## config.mk

```make
export PLATFORM = sky130hd
export DESIGN_NAME = x_200_unmod_997
export DESIGN_NICKNAME = d
export VERILOG_FILES = /design/src/rtl/mod997_pkg.sv /design/src/rtl/mod997_digit_mac.sv /design/src/rtl/x_200_unmod_997.sv
export SDC_FILE = /design/constraint.sdc
export NUM_CORES = 1
export LEC_CHECK = 0
export BUFFER_PORTS_ARGS = -buffer_cell sky130_fd_sc_hd__buf_4
export CORE_MARGIN = 2
export CORE_UTILIZATION = 45
export DETAILED_ROUTE_END_ITERATION = 12
export PLACE_DENSITY = 0.66
export SLEW_MARGIN = 25
export SYNTH_ARGS = -nofsm -noshare
export SYNTH_HDL_FRONTEND = slang
export SYNTH_SLANG_ARGS = --single-unit
```

## constraint.sdc

```tcl
create_clock -name clk -period 3.7 [get_ports clk]
set_input_delay 0.555 -clock clk [delete_from_list [all_inputs] [get_ports clk]]
set_output_delay 0.555 -clock clk [all_outputs]
set_load 0.03 [all_outputs]
```

## src/rtl/mod997_pkg.sv

```systemverilog
// -----------------------------------------------------------------------------
// mod997_pkg
// Shared constants and types for the mod-997 reconstruction block
// (X = Q*997 + R, rebuilt one 10-bit quotient digit per cycle).
//
// Contents:
//   W_X, W_Q, DIGIT, W_R, MODULUS, N_DIGITS, IDX_W, W_P  - sizing constants
//   state_t                                              - control FSM states
// -----------------------------------------------------------------------------
package mod997_pkg;

  localparam int W_X      = 200;          // reconstructed X width
  localparam int W_Q      = 191;          // quotient width
  localparam int DIGIT    = 10;           // quotient bits consumed per cycle
  localparam int W_R      = 10;           // residue width
  localparam int MODULUS  = 997;
  localparam int N_DIGITS = W_X / DIGIT;  // 20 digits cover the padded Q
  localparam int IDX_W    = 5;            // holds 0..N_DIGITS inclusive
  localparam int W_P      = 2 * DIGIT;    // MAC result: low digit + carry

  typedef enum logic [1:0] {
    IDLE,
    RUN,
    DONE
  } state_t;

endpackage

```

## src/rtl/mod997_digit_mac.sv

```systemverilog
// -----------------------------------------------------------------------------
// mod997_digit_mac
// Combinational digit multiply-accumulate: p = d*997 + c.
// The constant multiply is built from shifts: 997 = 1024 - 32 + 4 + 1.
// All terms are evaluated modulo 2^20; the true result is at most
// 1023*997 + 1023 = 1020954 < 2^20, so the wrap never loses information.
//
// Ports:
//   d  in  10  quotient digit
//   c  in  10  incoming carry (or residue on the first digit)
//   p  out 20  d*997 + c; p[9:0] is the result digit, p[19:10] the next carry
// -----------------------------------------------------------------------------
module mod997_digit_mac
  import mod997_pkg::*;
(
  input  logic [DIGIT-1:0] d,
  input  logic [DIGIT-1:0] c,
  output logic [W_P-1:0]   p
);

  logic [W_P-1:0] d_ext;
  logic [W_P-1:0] c_ext;

  always_comb begin
    d_ext = W_P'(d);
    c_ext = W_P'(c);
    p     = (d_ext << 10) - (d_ext << 5) + (d_ext << 2) + d_ext + c_ext;
  end

endmodule

```

## src/rtl/x_200_unmod_997.sv

```systemverilog
// -----------------------------------------------------------------------------
// x_200_unmod_997
// Digit-serial reconstruction X = Q*997 + R (inverse of the 200-bit mod-997
// reducer). Q is consumed least-significant digit first, 10 bits per cycle,
// through a single shift-add MAC. The working register doubles as the Q shift
// register and the partial-X accumulator: each cycle the low Q digit is shifted
// out and the new X digit is shifted in at the top, so after 20 steps it holds X.
// A final commit cycle copies it into x_out, giving 21 clocks accept->out_valid.
//
// Optional feature (macro RESIDUE_CHECK_EN):
//   defined   - err flags r_in >= 997 captured at accept, cleared on next accept
//   undefined - err is tied 0 and no comparator is built
//
// Ports:
//   clk        in   1    clock, rising edge
//   rst_n      in   1    asynchronous active-low reset
//   in_valid   in   1    Q/R operands valid
//   in_ready   out  1    block can accept operands (IDLE only)
//   q_in       in   191  quotient Q
//   r_in       in   10   residue R (legal 0..996)
//   out_valid  out  1    result valid, held until out_ready
//   out_ready  in   1    consumer accepts result
//   x_out      out  200  low 200 bits of Q*997 + R
//   ovf        out  1    full Q*997 + R >= 2^200
//   err        out  1    residue-range error (RESIDUE_CHECK_EN only)
// -----------------------------------------------------------------------------
module x_200_unmod_997
  import mod997_pkg::*;
(
  input  logic           clk,
  input  logic           rst_n,
  input  logic           in_valid,
  output logic           in_ready,
  input  logic [W_Q-1:0] q_in,
  input  logic [W_R-1:0] r_in,
  output logic           out_valid,
  input  logic           out_ready,
  output logic [W_X-1:0] x_out,
  output logic           ovf,
  output logic           err
);

  state_t               state;
  state_t               state_nxt;
  logic [IDX_W-1:0]     idx;
  logic [DIGIT-1:0]     carry;
  logic [W_X-1:0]       work;
  logic [W_P-1:0]       p;
  logic                 load;
  logic                 step;
  logic                 commit;

  mod997_digit_mac u_mac (
    .d (work[DIGIT-1:0]),
    .c (carry),
    .p (p)
  );

  // ---------------------------------------------------------------------------
  // Control FSM: state register
  // ---------------------------------------------------------------------------
  // NOTE: sequential state uses non-blocking assignments so every register
  // samples pre-edge values regardless of block ordering.
  always_ff @(posedge clk or negedge rst_n) begin
    if (!rst_n) state <= IDLE;
    else        state <= state_nxt;
  end

  // ---------------------------------------------------------------------------
  // Control FSM: next state and control strobes
  // ---------------------------------------------------------------------------
  // NOTE: every output of this block gets a default first; a path that left
  // one unassigned would infer a latch.
  always_comb begin
    state_nxt = state;
    in_ready  = 1'b0;
    out_valid = 1'b0;
    load      = 1'b0;
    step      = 1'b0;
    commit    = 1'b0;
    case (state)
      IDLE: begin
        in_ready = 1'b1;
        if (in_valid) begin
          load      = 1'b1;
          state_nxt = RUN;
        end
      end
      RUN: begin
        // idx reaching N_DIGITS means all 20 digits are folded in; this
        // extra cycle publishes the result.
        if (idx == IDX_W'(N_DIGITS)) begin
          commit    = 1'b1;
          state_nxt = DONE;
        end else begin
          step = 1'b1;
        end
      end
      DONE: begin
        out_valid = 1'b1;
        if (out_ready) state_nxt = IDLE;
      end
      default: state_nxt = IDLE;
    endcase
  end

  // ---------------------------------------------------------------------------
  // Datapath
  // ---------------------------------------------------------------------------
  // NOTE: the 200-bit registers are reset too: x_out's reset value is visible
  // at the port, and clearing work/carry keeps an aborted op from leaking.
  always_ff @(posedge clk or negedge rst_n) begin
    if (!rst_n) begin
      work  <= '0;
      carry <= '0;
      idx   <= '0;
      x_out <= '0;
      ovf   <= 1'b0;
    end else if (load) begin
      work  <= {{(W_X - W_Q){1'b0}}, q_in};
      carry <= r_in;
      idx   <= '0;
    end else if (step) begin
      // Q digit leaves at the bottom, X digit enters at the top.
      work  <= {p[DIGIT-1:0], work[W_X-1:DIGIT]};
      carry <= p[W_P-1:DIGIT];
      idx   <= idx + IDX_W'(1);
    end else if (commit) begin
      x_out <= work;
      // Final carry is X bits 200..209; anything there is lost from x_out.
      ovf   <= (carry != '0);
      idx   <= '0;
    end
  end

`ifdef RESIDUE_CHECK_EN
  always_ff @(posedge clk or negedge rst_n) begin
    if (!rst_n)    err <= 1'b0;
    else if (load) err <= (r_in >= W_R'(MODULUS));
  end
`else
  assign err = 1'b0;
`endif

endmodule
```

### Yosys cells after proc, flatten, opt, wreduce, memory -nomap -nowiden

Index checks and enable logic that the tools add are counted.

| word-level totals | value |
|---|---|
| bits in registers | 418 |
| latch bits | 0 |
| bits in writable memories | 0 |
| ROM bits | 0 |
| input port bits | 205 |
| output and inout port bits | 204 |
| memories kept | 0 |

| operators by class | value |
|---|---|
| add/sub/neg operators | 5 |
| multiply operators | 0 |
| divide/modulo/power cells | 0 |
| $lt $le $gt $ge | 0 |
| equal/unequal tests | 6 |
| shift operators | 0 |
| multiplexer cells | 19 |
| bitwise gates (word level) | 2 |
| reductions and logical operators | 6 |

Operator list:

| cell | number |
|---|---|
| $mux W200 | 2 |
| $add A20 B10 Y20 | 2 |
| $add A20 B12 Y20 | 1 |
| $mux W10 | 2 |
| $sub A20 B15 Y20 | 1 |
| $mux W5 | 3 |
| $reduce_bool A10 Y1 | 1 |
| $mux W1 | 8 |
| $mux W2 | 3 |
| $ne A2 B2 Y1 const B | 3 |
| $pmux W2 S3 | 1 |
| $reduce_and A3 Y1 | 2 |
| $add A5 B1 Y5 const B | 1 |
| $eq A5 B5 Y1 const B | 1 |
| $reduce_bool A3 Y1 | 1 |
| $eq A2 B1 Y1 const B | 1 |
| $eq A2 B2 Y1 const B | 1 |
| $logic_not A2 Y1 | 1 |
| $not A1 Y1 | 2 |
| $reduce_bool A2 Y1 | 1 |

### Depth between registers and ports, before layout

Gate-level depths: netlist of run 1.

| depth | value |
|---|---|
| depth after elaboration | 6 |
| gate-level depth with buffers | 13 |
| mapped depth without buffers | 13 |

### By module

From an unflattened synthesis of run 1, not the netlist that was laid out.

| second synthesis, totals | value |
|---|---|
| cells, all modules | 2055 |
| area total of the unflattened synthesis | 19202.2 sq um |

By module, submodules not included:

| module | instances | cells an instance | area an instance (sq um) | seq. area each (sq um) |
|---|---|---|---|---|
| x_200_unmod_997 | 1 | 1871 | 17705.7 | 10460.0 |
| mod997_digit_mac | 1 | 184 | 1496.4 | 0.0 |

### Worst setup path after synthesis of run 1

No wires, ideal clock.

| timing | value |
|---|---|
| kind | flip-flop to flip-flop |
| from | register work[0] |
| to | register carry[9] |
| setup time | 0.131 ns |
| arrival | 2.907 ns |
| slack | 0.661 ns |
| cell stages (with the launch flop) | 14 |
| clock period less this slack | 3.039 ns |
| path through | dfrtp_1 > inv_1 > fa_1 > inv_1 > fa_1 > inv_1 > ha_1 > o21ai_0 > o21ai_2 > nand2_2 > o41ai_4 > a221oi_2 > a311oi_1 > a21oi_1 |

| on the way | value |
|---|---|
| word-level cells in the longest chain between the ends | 6 |

Ends and longest elaborated chain:

| element | RTL line | RTL |
|---|---|---|
| start, declared | x_200_unmod_997.sv:47 | `logic [W_X-1:0] work;` |
| start signal, assigned | x_200_unmod_997.sv:120 | `work <= {{(W_X - W_Q){1'b0}}, q_in};` |
| start signal, assigned | x_200_unmod_997.sv:125 | `work <= {p[DIGIT-1:0], work[W_X-1:DIGIT]};` |
| $sub A20 B15 Y20 | mod997_digit_mac.sv:27 | `p = (d_ext << 10) - (d_ext << 5) + (d_ext << 2) + d_ext + c_ext;` |
| $add A20 B12 Y20 | mod997_digit_mac.sv:27 |  |
| $add A20 B10 Y20 * (2 in a row) | mod997_digit_mac.sv:27 |  |
| $mux W10 * | x_200_unmod_997.sv:123 | `end else if (step) begin` |
| $mux W10 * | x_200_unmod_997.sv:119 | `end else if (load) begin` |
| end signal, assigned | x_200_unmod_997.sv:121 | `carry <= r_in;` |
| end signal, assigned | x_200_unmod_997.sv:126 | `carry <= p[W_P-1:DIGIT];` |
| end, declared | x_200_unmod_997.sv:46 | `logic [DIGIT-1:0] carry;` |

Every way passes the cells marked *; elsewhere a longest branch is shown, timed or not. The select of a mux whose other input is x is not followed.
A chain may end at the register's enable or synchronous reset.

### Final worst setup path of run 1

| timing | value |
|---|---|
| from | register work[1] |
| to | register carry[7] |

The elaborated chain is that of the path after synthesis.

==> results of run 1 <==
==> routing by layer <==
metal  wire [um]  up-vias  global-route usage
li1            -     7868                   -
met1       26200     8184               0.390
met2       28200      597               0.429
met3        3510      106              0.0405
met4        1960        0               0.111
met5           0        -                   0
==> state kept, by name (all words and copies together), names as in the netlist <==
signal  flops
carry      10
idx         5
ovf         1
state       2
work      200
x_out     200
==> critical path: cells and delay by family (launching register included) <==
family	cells	cell delay (ps)
AOI/OAI and AO/OA	6	1090
adders and majority gates	3	1360
buffers and inverters	3	250
DFF	1	410
and+or+nand+nor	1	170
==> synthesized netlist by cell type (2+ instances only) <==
cell,instances
nand2_1,813
o21bai_1,4
ha_1,37
xnor2_1,6
inv_1,46
a221oi_2,2
buf_1,14
nand3_1,182
o21ai_1,34
o21ai_0,7
o211ai_1,3
nand2b_1,3
a211oi_2,2
a21oi_1,17
fa_1,16
o21a_1,2
a21o_1,3
a311oi_1,2
nor2_1,184
and3_1,2
a31oi_1,172
dfrtp_1,418
a21oi_2,3
nor2b_1,2
nor3_1,6
xor2_1,11
or4_1,2
clkbuf_1,112
a22oi_1,24
buf_2,26
==> final cells by class <==
type / count / area share
clock inverters: 16 / 0.00866
repair buffers: 437 / 0.145
multi-input cells: 1558 / 0.318
clock buffers: 69 / 0.0562
flip-flops and latches: 418 / 0.436
diodes: 7 / 0.000730
inverters: 46 / 0.00720
well taps: 532 / 0.0278
==> logic make-up after synthesis <==
| logic type | count (synthesis) |
|---|---|
| flops | 418 |
| fa+ha+maj | 53 |
| simple gates | 1201 |
| xor+xnor | 17 |
| buf+inv | 199 |
| compound gates | 286 |
| other cells | 1 |
==> metrics by stage <==
stage	area (um^2)	utilization	hold slack, ps	total power, uW	cells
2_1_floorplan	18800	-	259	18500	2175
3_3_place_gp	22400	0.545	452	23300	2991
3_5_place_dp	22400	0.545	457	23600	2991
4_1_cts	24000	0.583	14.7	28400	3076
5_1_grt	24000	0.583	35.6	30400	3083
6_report	24000	0.583	-23.3	28300	3083
==> power by group <==
group          internal [uW]  switching (uW)
Clock                   2810            1900
Combinational           5520            9220
Sequential              6940            1910
==> worst max-delay path by stage <==
stage                       start        to  slack [ps]
final                     work[1]  carry[7]         250
after floorplan           work[0]  carry[9]         660
after CTS                 work[0]  carry[9]         280
after global placement    work[0]  carry[9]         330
after global routing      work[2]  carry[6]          30
after detailed placement  work[0]  carry[9]         310
==> impl_results.md, run 1 <==
- Syn_nets: 2433
- Hold_buf cts: 0
- Status: finished, violations left
- Min cycle time layout: ~3500 ps
- Worst Reg-to-Reg Cells: 13
- Placer Congestion: 0.901
- Dpl hpwl: about 41000 um
- Synth Area in Adders: 0.0416
- Area of the multi-input gates: between 7000 and 8000 um^2
- Asr flop ratio synth: 1.00
- Warnings, synthesis: 0
- DR pass1 iterations: 8
- Global-route wire length before repair: 94800 um
- Sequential share of the synthesized area: 0.556
- Core area: 41100 um^2
- Global-route usage over all layers: 0.276
- Vias in the first global route: 16600
- Achievable clock frequency: 0.290 GHz
- Maximum VDD drop: 914 uV
- Post-CTS setup buffer count: 0
- Reg2reg start: work[1]
- Lkg Pwr: 0.0118 uW
- Mux cell area share after synthesis: 0
- Total gr overflow: 0
- FILL cells: 3731
- RSZ-0062 raised after global routing: no
- Full die area: 43500 um^2
- Final worst-path cycle share: 0.933
- Final TNS setup: 0 ps
- Most frequent CP cell: inv_1
- Number of flops mapped to enable cells by yosys: 0
- Distinct cells, synth: 50
- Clk buf depth: 3
- Final setup fails: 0
- Ports: 409
- Initial antenna violation count: 7
- Die Ht: 209 um
- Synth Instances: 2175
- Top post-synthesis cells by area: dfrtp_1, nand2_1, a31oi_1
- Slowest stage cell, crit path: fa_1
- Crit end category: flip-flop
- Post-Synth XOR/XNOR Area: 0.00791
- Sequential cell area: 10500 um^2
- Vias: 16800
- Post-synth top area cell: dfrtp_1
- Max Slew Vio Count: 0
- # rows: 74
- Post-DRT Antenna Nets: 0
- Most frequent cells in the layout: nand2_1, buf_4, dfrtp_1
- H-tree levels: 2
- I/O Buffers: 407
- Routed wire length: between 50000 and 60000 um
- Initial cell density of the core: 0.458
- CTS buffer count: 46
- Largest net degree at the start of global routing: approximately 200
- Clk sinks: 418
- Die Width: about 210 um
- Synth Flop Type: dfrtp_1
- Clock slew at reported path FFs: ~70 ps
- Worst EP arrival: roughly 3900 ps
- Nets: 2765
- Max stage delay on crit path: 520 ps
- DR iter-0 viols: about 1500
- Largest family of logic cells by synthesized area: simple AND/OR/NAND/NOR gates
- Layout cells sized above 1: 0.208
- Critical Path, Cell by Cell: inv_1 -> fa_1 -> inv_1 -> fa_1 -> inv_1 -> ha_1 -> a2111oi_1 -> a21oi_1 -> nand2_2 -> o41ai_4 -> a311oi_1 -> a21o_1 -> a21oi_2
- Routed len/inst: between 15 and 20 um
- DRC viols: 0
- FF+latch count, synth: 418
- CTS-repair resized insts: 0
- Worst R2R Setup Slack: 250 ps
- Synth Area in Compound Gates: 0.0986
- CP startpoint kind: flip-flop
- R2r endpoint: carry[7]
- Layout area overhead: 27.4%
- Commonest non-fill, non-tap cell in the layout: nand2_1
- Failing checks: negative hold slack
- Hold Path Class: in -> async
- Slew headroom: 0.253
- Yosys top cell area share: 0.556
- Slew of the pin with the lowest slew margin: 1120 ps
- Clock Latency Late Sink: approximately 580 ps
- Post-Syn Area per Cell: between 8 and 9 um^2
- Min Hold Slack: -23.3 ps
- Synth Area in Simple Gates: 0.255
- Final Hold Viols: 7
- CTS tree: built
- Crit Path Class: reg -> reg
- Pwr Density: ~1200 nW/um^2
- Layout Skew: around 30 ps
- Area of the mapped netlist: 18800 um^2
- PnR worst setup slack: 247 ps
- Vias/cell: 5.43
- Setup WS pre-CTS: around 300 ps
- Crit-path max FO: 5
- CTS root buf: clkbuf_16
- Maxcap violations: 0
- Worst Path Required: 4110 ps
Note: power is estimated with default switching activity, not from simulation.
==> run 2: changes to the inputs <==
Settings changed: SLEW_MARGIN 25 to 20.
Clock period 3.7 ns to 3.55 ns, I/O delays scaled along.
==> run 2 against run 1 <==
Against the previous run: non-clock buffer count is 6 higher; via count is 0.37% higher; cell count decreased by 0.16%; wire length increased by 0.27%; power up 3.5%; the flow now finishes without violations; largest power group unchanged.
==> impl_results.md, run 2 (same netlist as run 1, synthesis figures left out) <==
- Max Slew Vio Count: 0 (unchanged)
- Total power draw: 29300 uW (+3.5%)
- RSZ-0062 raised after global routing: no
- Routed len/inst: 19.5 um (+0.43%)
- Final setup fails: 0 (unchanged)
- Achievable clock frequency: 0.295 GHz (+2.0%)
- Maxcap violations: 0 (unchanged)
- Worst EP arrival: 3820 ps (-40 ps)
- Biggest regs: work (200), x_out (200), carry (10)
- Global-route wire length before repair: 94200 um (-0.62%)
- Post-DRT Antenna Nets: 0 (unchanged)
- Net Sw Frac: 0.464 (+0.00370)
- Final TNS setup: 0 ps (unchanged)
- DRC viols: 0 (unchanged)
- Largest net degree at the start of global routing: 206 (unchanged)
- Slew of the pin with the lowest slew margin: 1100 ps (-23.3 ps)
- Nets: 2770 (+0.18%)
- Status: complete, no violations
- Switching power total: 13600 uW (+4.3%)
- Layout Skew: 11.6 ps (-18.4 ps)
- Clk sinks: 418 (unchanged)
- CP startpoint kind: flip-flop
- Design Area, Final: 23900 um^2 (-0.41%)
- Non-filler cells in the finished layout: 3078 (-0.16%)
- Critical Path, Cell by Cell: fa_1 -> inv_1 -> fa_1 -> inv_1 -> ha_1 -> o21ai_1 -> o21ai_2 -> nand2_2 -> o41ai_4 -> a221oi_2 -> a311oi_1 -> a21oi_1
- Dpl hpwl: 41200 um (-0.30%)
- Sequential power share: 0.315 (+0.002)
- Routed wire length: 60000 um (+0.27%)
- Total gr overflow: 0 (unchanged)
- Core area: 41100 um^2 (unchanged)
- CTS buffer count: 45 (-2.2%)
- Placer Congestion: 0.896 (-0.52%)
- Clk buf depth: 3 (unchanged)
- Final worst-path cycle share: 0.953 (+0.0201)
- Min cycle time layout: 3380 ps (-68.5 ps)
- Vias: 16800 (+0.37%)
- Clock Power Share: 0.153 (-0.013)
- Vias in the first global route: 16300 (-1.7%)
- Maximum VDD drop: 819 uV (-10%)
- CTS tree: built
- Vias/cell: 5.46 (+0.53%)
- H-tree levels: 2 (unchanged)
- Die Ht: 209 um (unchanged)
- Initial cell density of the core: 0.458 (unchanged)
- Crit-path max FO: 5 (unchanged)
- Worst Hold Depth: 2
- Most frequent cells in the layout: nand2_1, buf_4, dfrtp_1
- Full die area: 43500 um^2 (unchanged)
- Internal power: 15700 uW (+2.8%)
- Ports: 409 (unchanged)
- Crit end category: flip-flop
- Initial antenna violation count: 6 (-1)
- Clock slew at reported path FFs: 60 ps (about the same)
- DR pass1 iterations: 5 (-3)
- Layout cells sized above 1: 0.209 (+0.00111)
- DR iter-0 viols: 1477 (+0.34%)
- Slew headroom: 0.268 (+0.0155)
- Commonest non-fill, non-tap cell in the layout: nand2_1
- Slowest stage cell, crit path: fa_1
- CTS root buf: clkbuf_16
- Die Width: 209 um (unchanged)
- Placement-stage cell area: 22400 um^2 (+0.12%)
- Global-route usage over all layers: 0.274 (-0.00153)
- Logic pwr share: 0.531 (+0.010)
- Worst Path Required: 3980 ps (-130 ps)
- Clock Latency Late Sink: 570 ps (about the same)
- Layout area overhead: 26.9%
- Crit Path Class: reg -> reg
- Lkg Pwr: 0.0118 uW (-0.38%)
- Placed insts: 2993 (+0.067%)
- Final Hold Viols: 0 (-7)
- Worst Reg-to-Reg Cells: 12 (-1)
- Pwr Density: 1230 nW/um^2 (+3.9%)
- # rows: 74 (unchanged)
- Max stage delay on crit path: 520 ps (about the same)
- I/O Buffers: 407 (unchanged)
- Hold Path Class: in -> reg
==> run 2: final cells by class <==
class | instances | area [um^2]
fill | 3789 | 17200
sequential | 418 | 10500
multi-input combinational | 1558 | 7630
timing repair buffer | 443 | 3550
clock buffer | 67 | 1340
tap | 532 | 666
inverter | 46 | 173
clock inverter | 8 | 47.5
antenna | 6 | 15.0
==> run 2: power groups by stage <==
stage / Sequential [uW] / Combinational, uW / Clock [uW]
2_1_floorplan: 10600 / 8660 / 0
3_3_place_gp: 9190 / 15100 / 0
3_5_place_dp: 9240 / 15400 / 0
4_1_cts: 9190 / 15500 / 4570
5_1_grt: 9470 / 17200 / 4770
6_report: 9220 / 15600 / 4490
==> run 2: final timing paths <==
check / startpoint / end / slack (ps)
worst max-delay path: work[3] / carry[9] / 170
worst max register to register: work[3] / carry[9] / 170
min in group asynchronous: rst_n / x_out[119] / 570
worst min register to register: x_out[11] / x_out[11] / 470
worst min-delay path: out_ready / state[1] / 140
max in group asynchronous: rst_n / x_out[40] / 2010
==> run 2: repair_timing <==
item	4_1_cts	5_1_grt
resized for setup	0	7
hold buffers	1	0
setup buffers	0	3
endpoints found under the setup margin	0	4
hold endpoints to repair	4	0
==> run 2: through the flow <==
stage / hold slack [ps] / util / setup WS [ps]
2_1_floorplan: 237 / - / 511
5_1_grt: 132 / 0.581 / 5.28
6_report: 141 / 0.581 / 165
4_1_cts: 112 / 0.580 / 135
3_3_place_gp: 450 / 0.546 / 245
3_5_place_dp: 457 / 0.546 / 137
==> run 2: critical path, delay by kind of cell, from the launching register on <==
kind	cells	cell delay [ps]
fa+ha+maj	3	1330
compound gates	6	1200
flops	1	480
simple gates	1	130
buf+inv	2	100
==> run 2: metal layers <==
metal	GRT usage	up-vias	part of all wire	wire length [um]
met1	0.395	8313	0.44	26700
met3	0.0403	110	0.054	3220
li1	-	7854	-	-
met4	0.0988	0	0.031	1880
met2	0.424	540	0.47	28200
met5	0	-	0	0
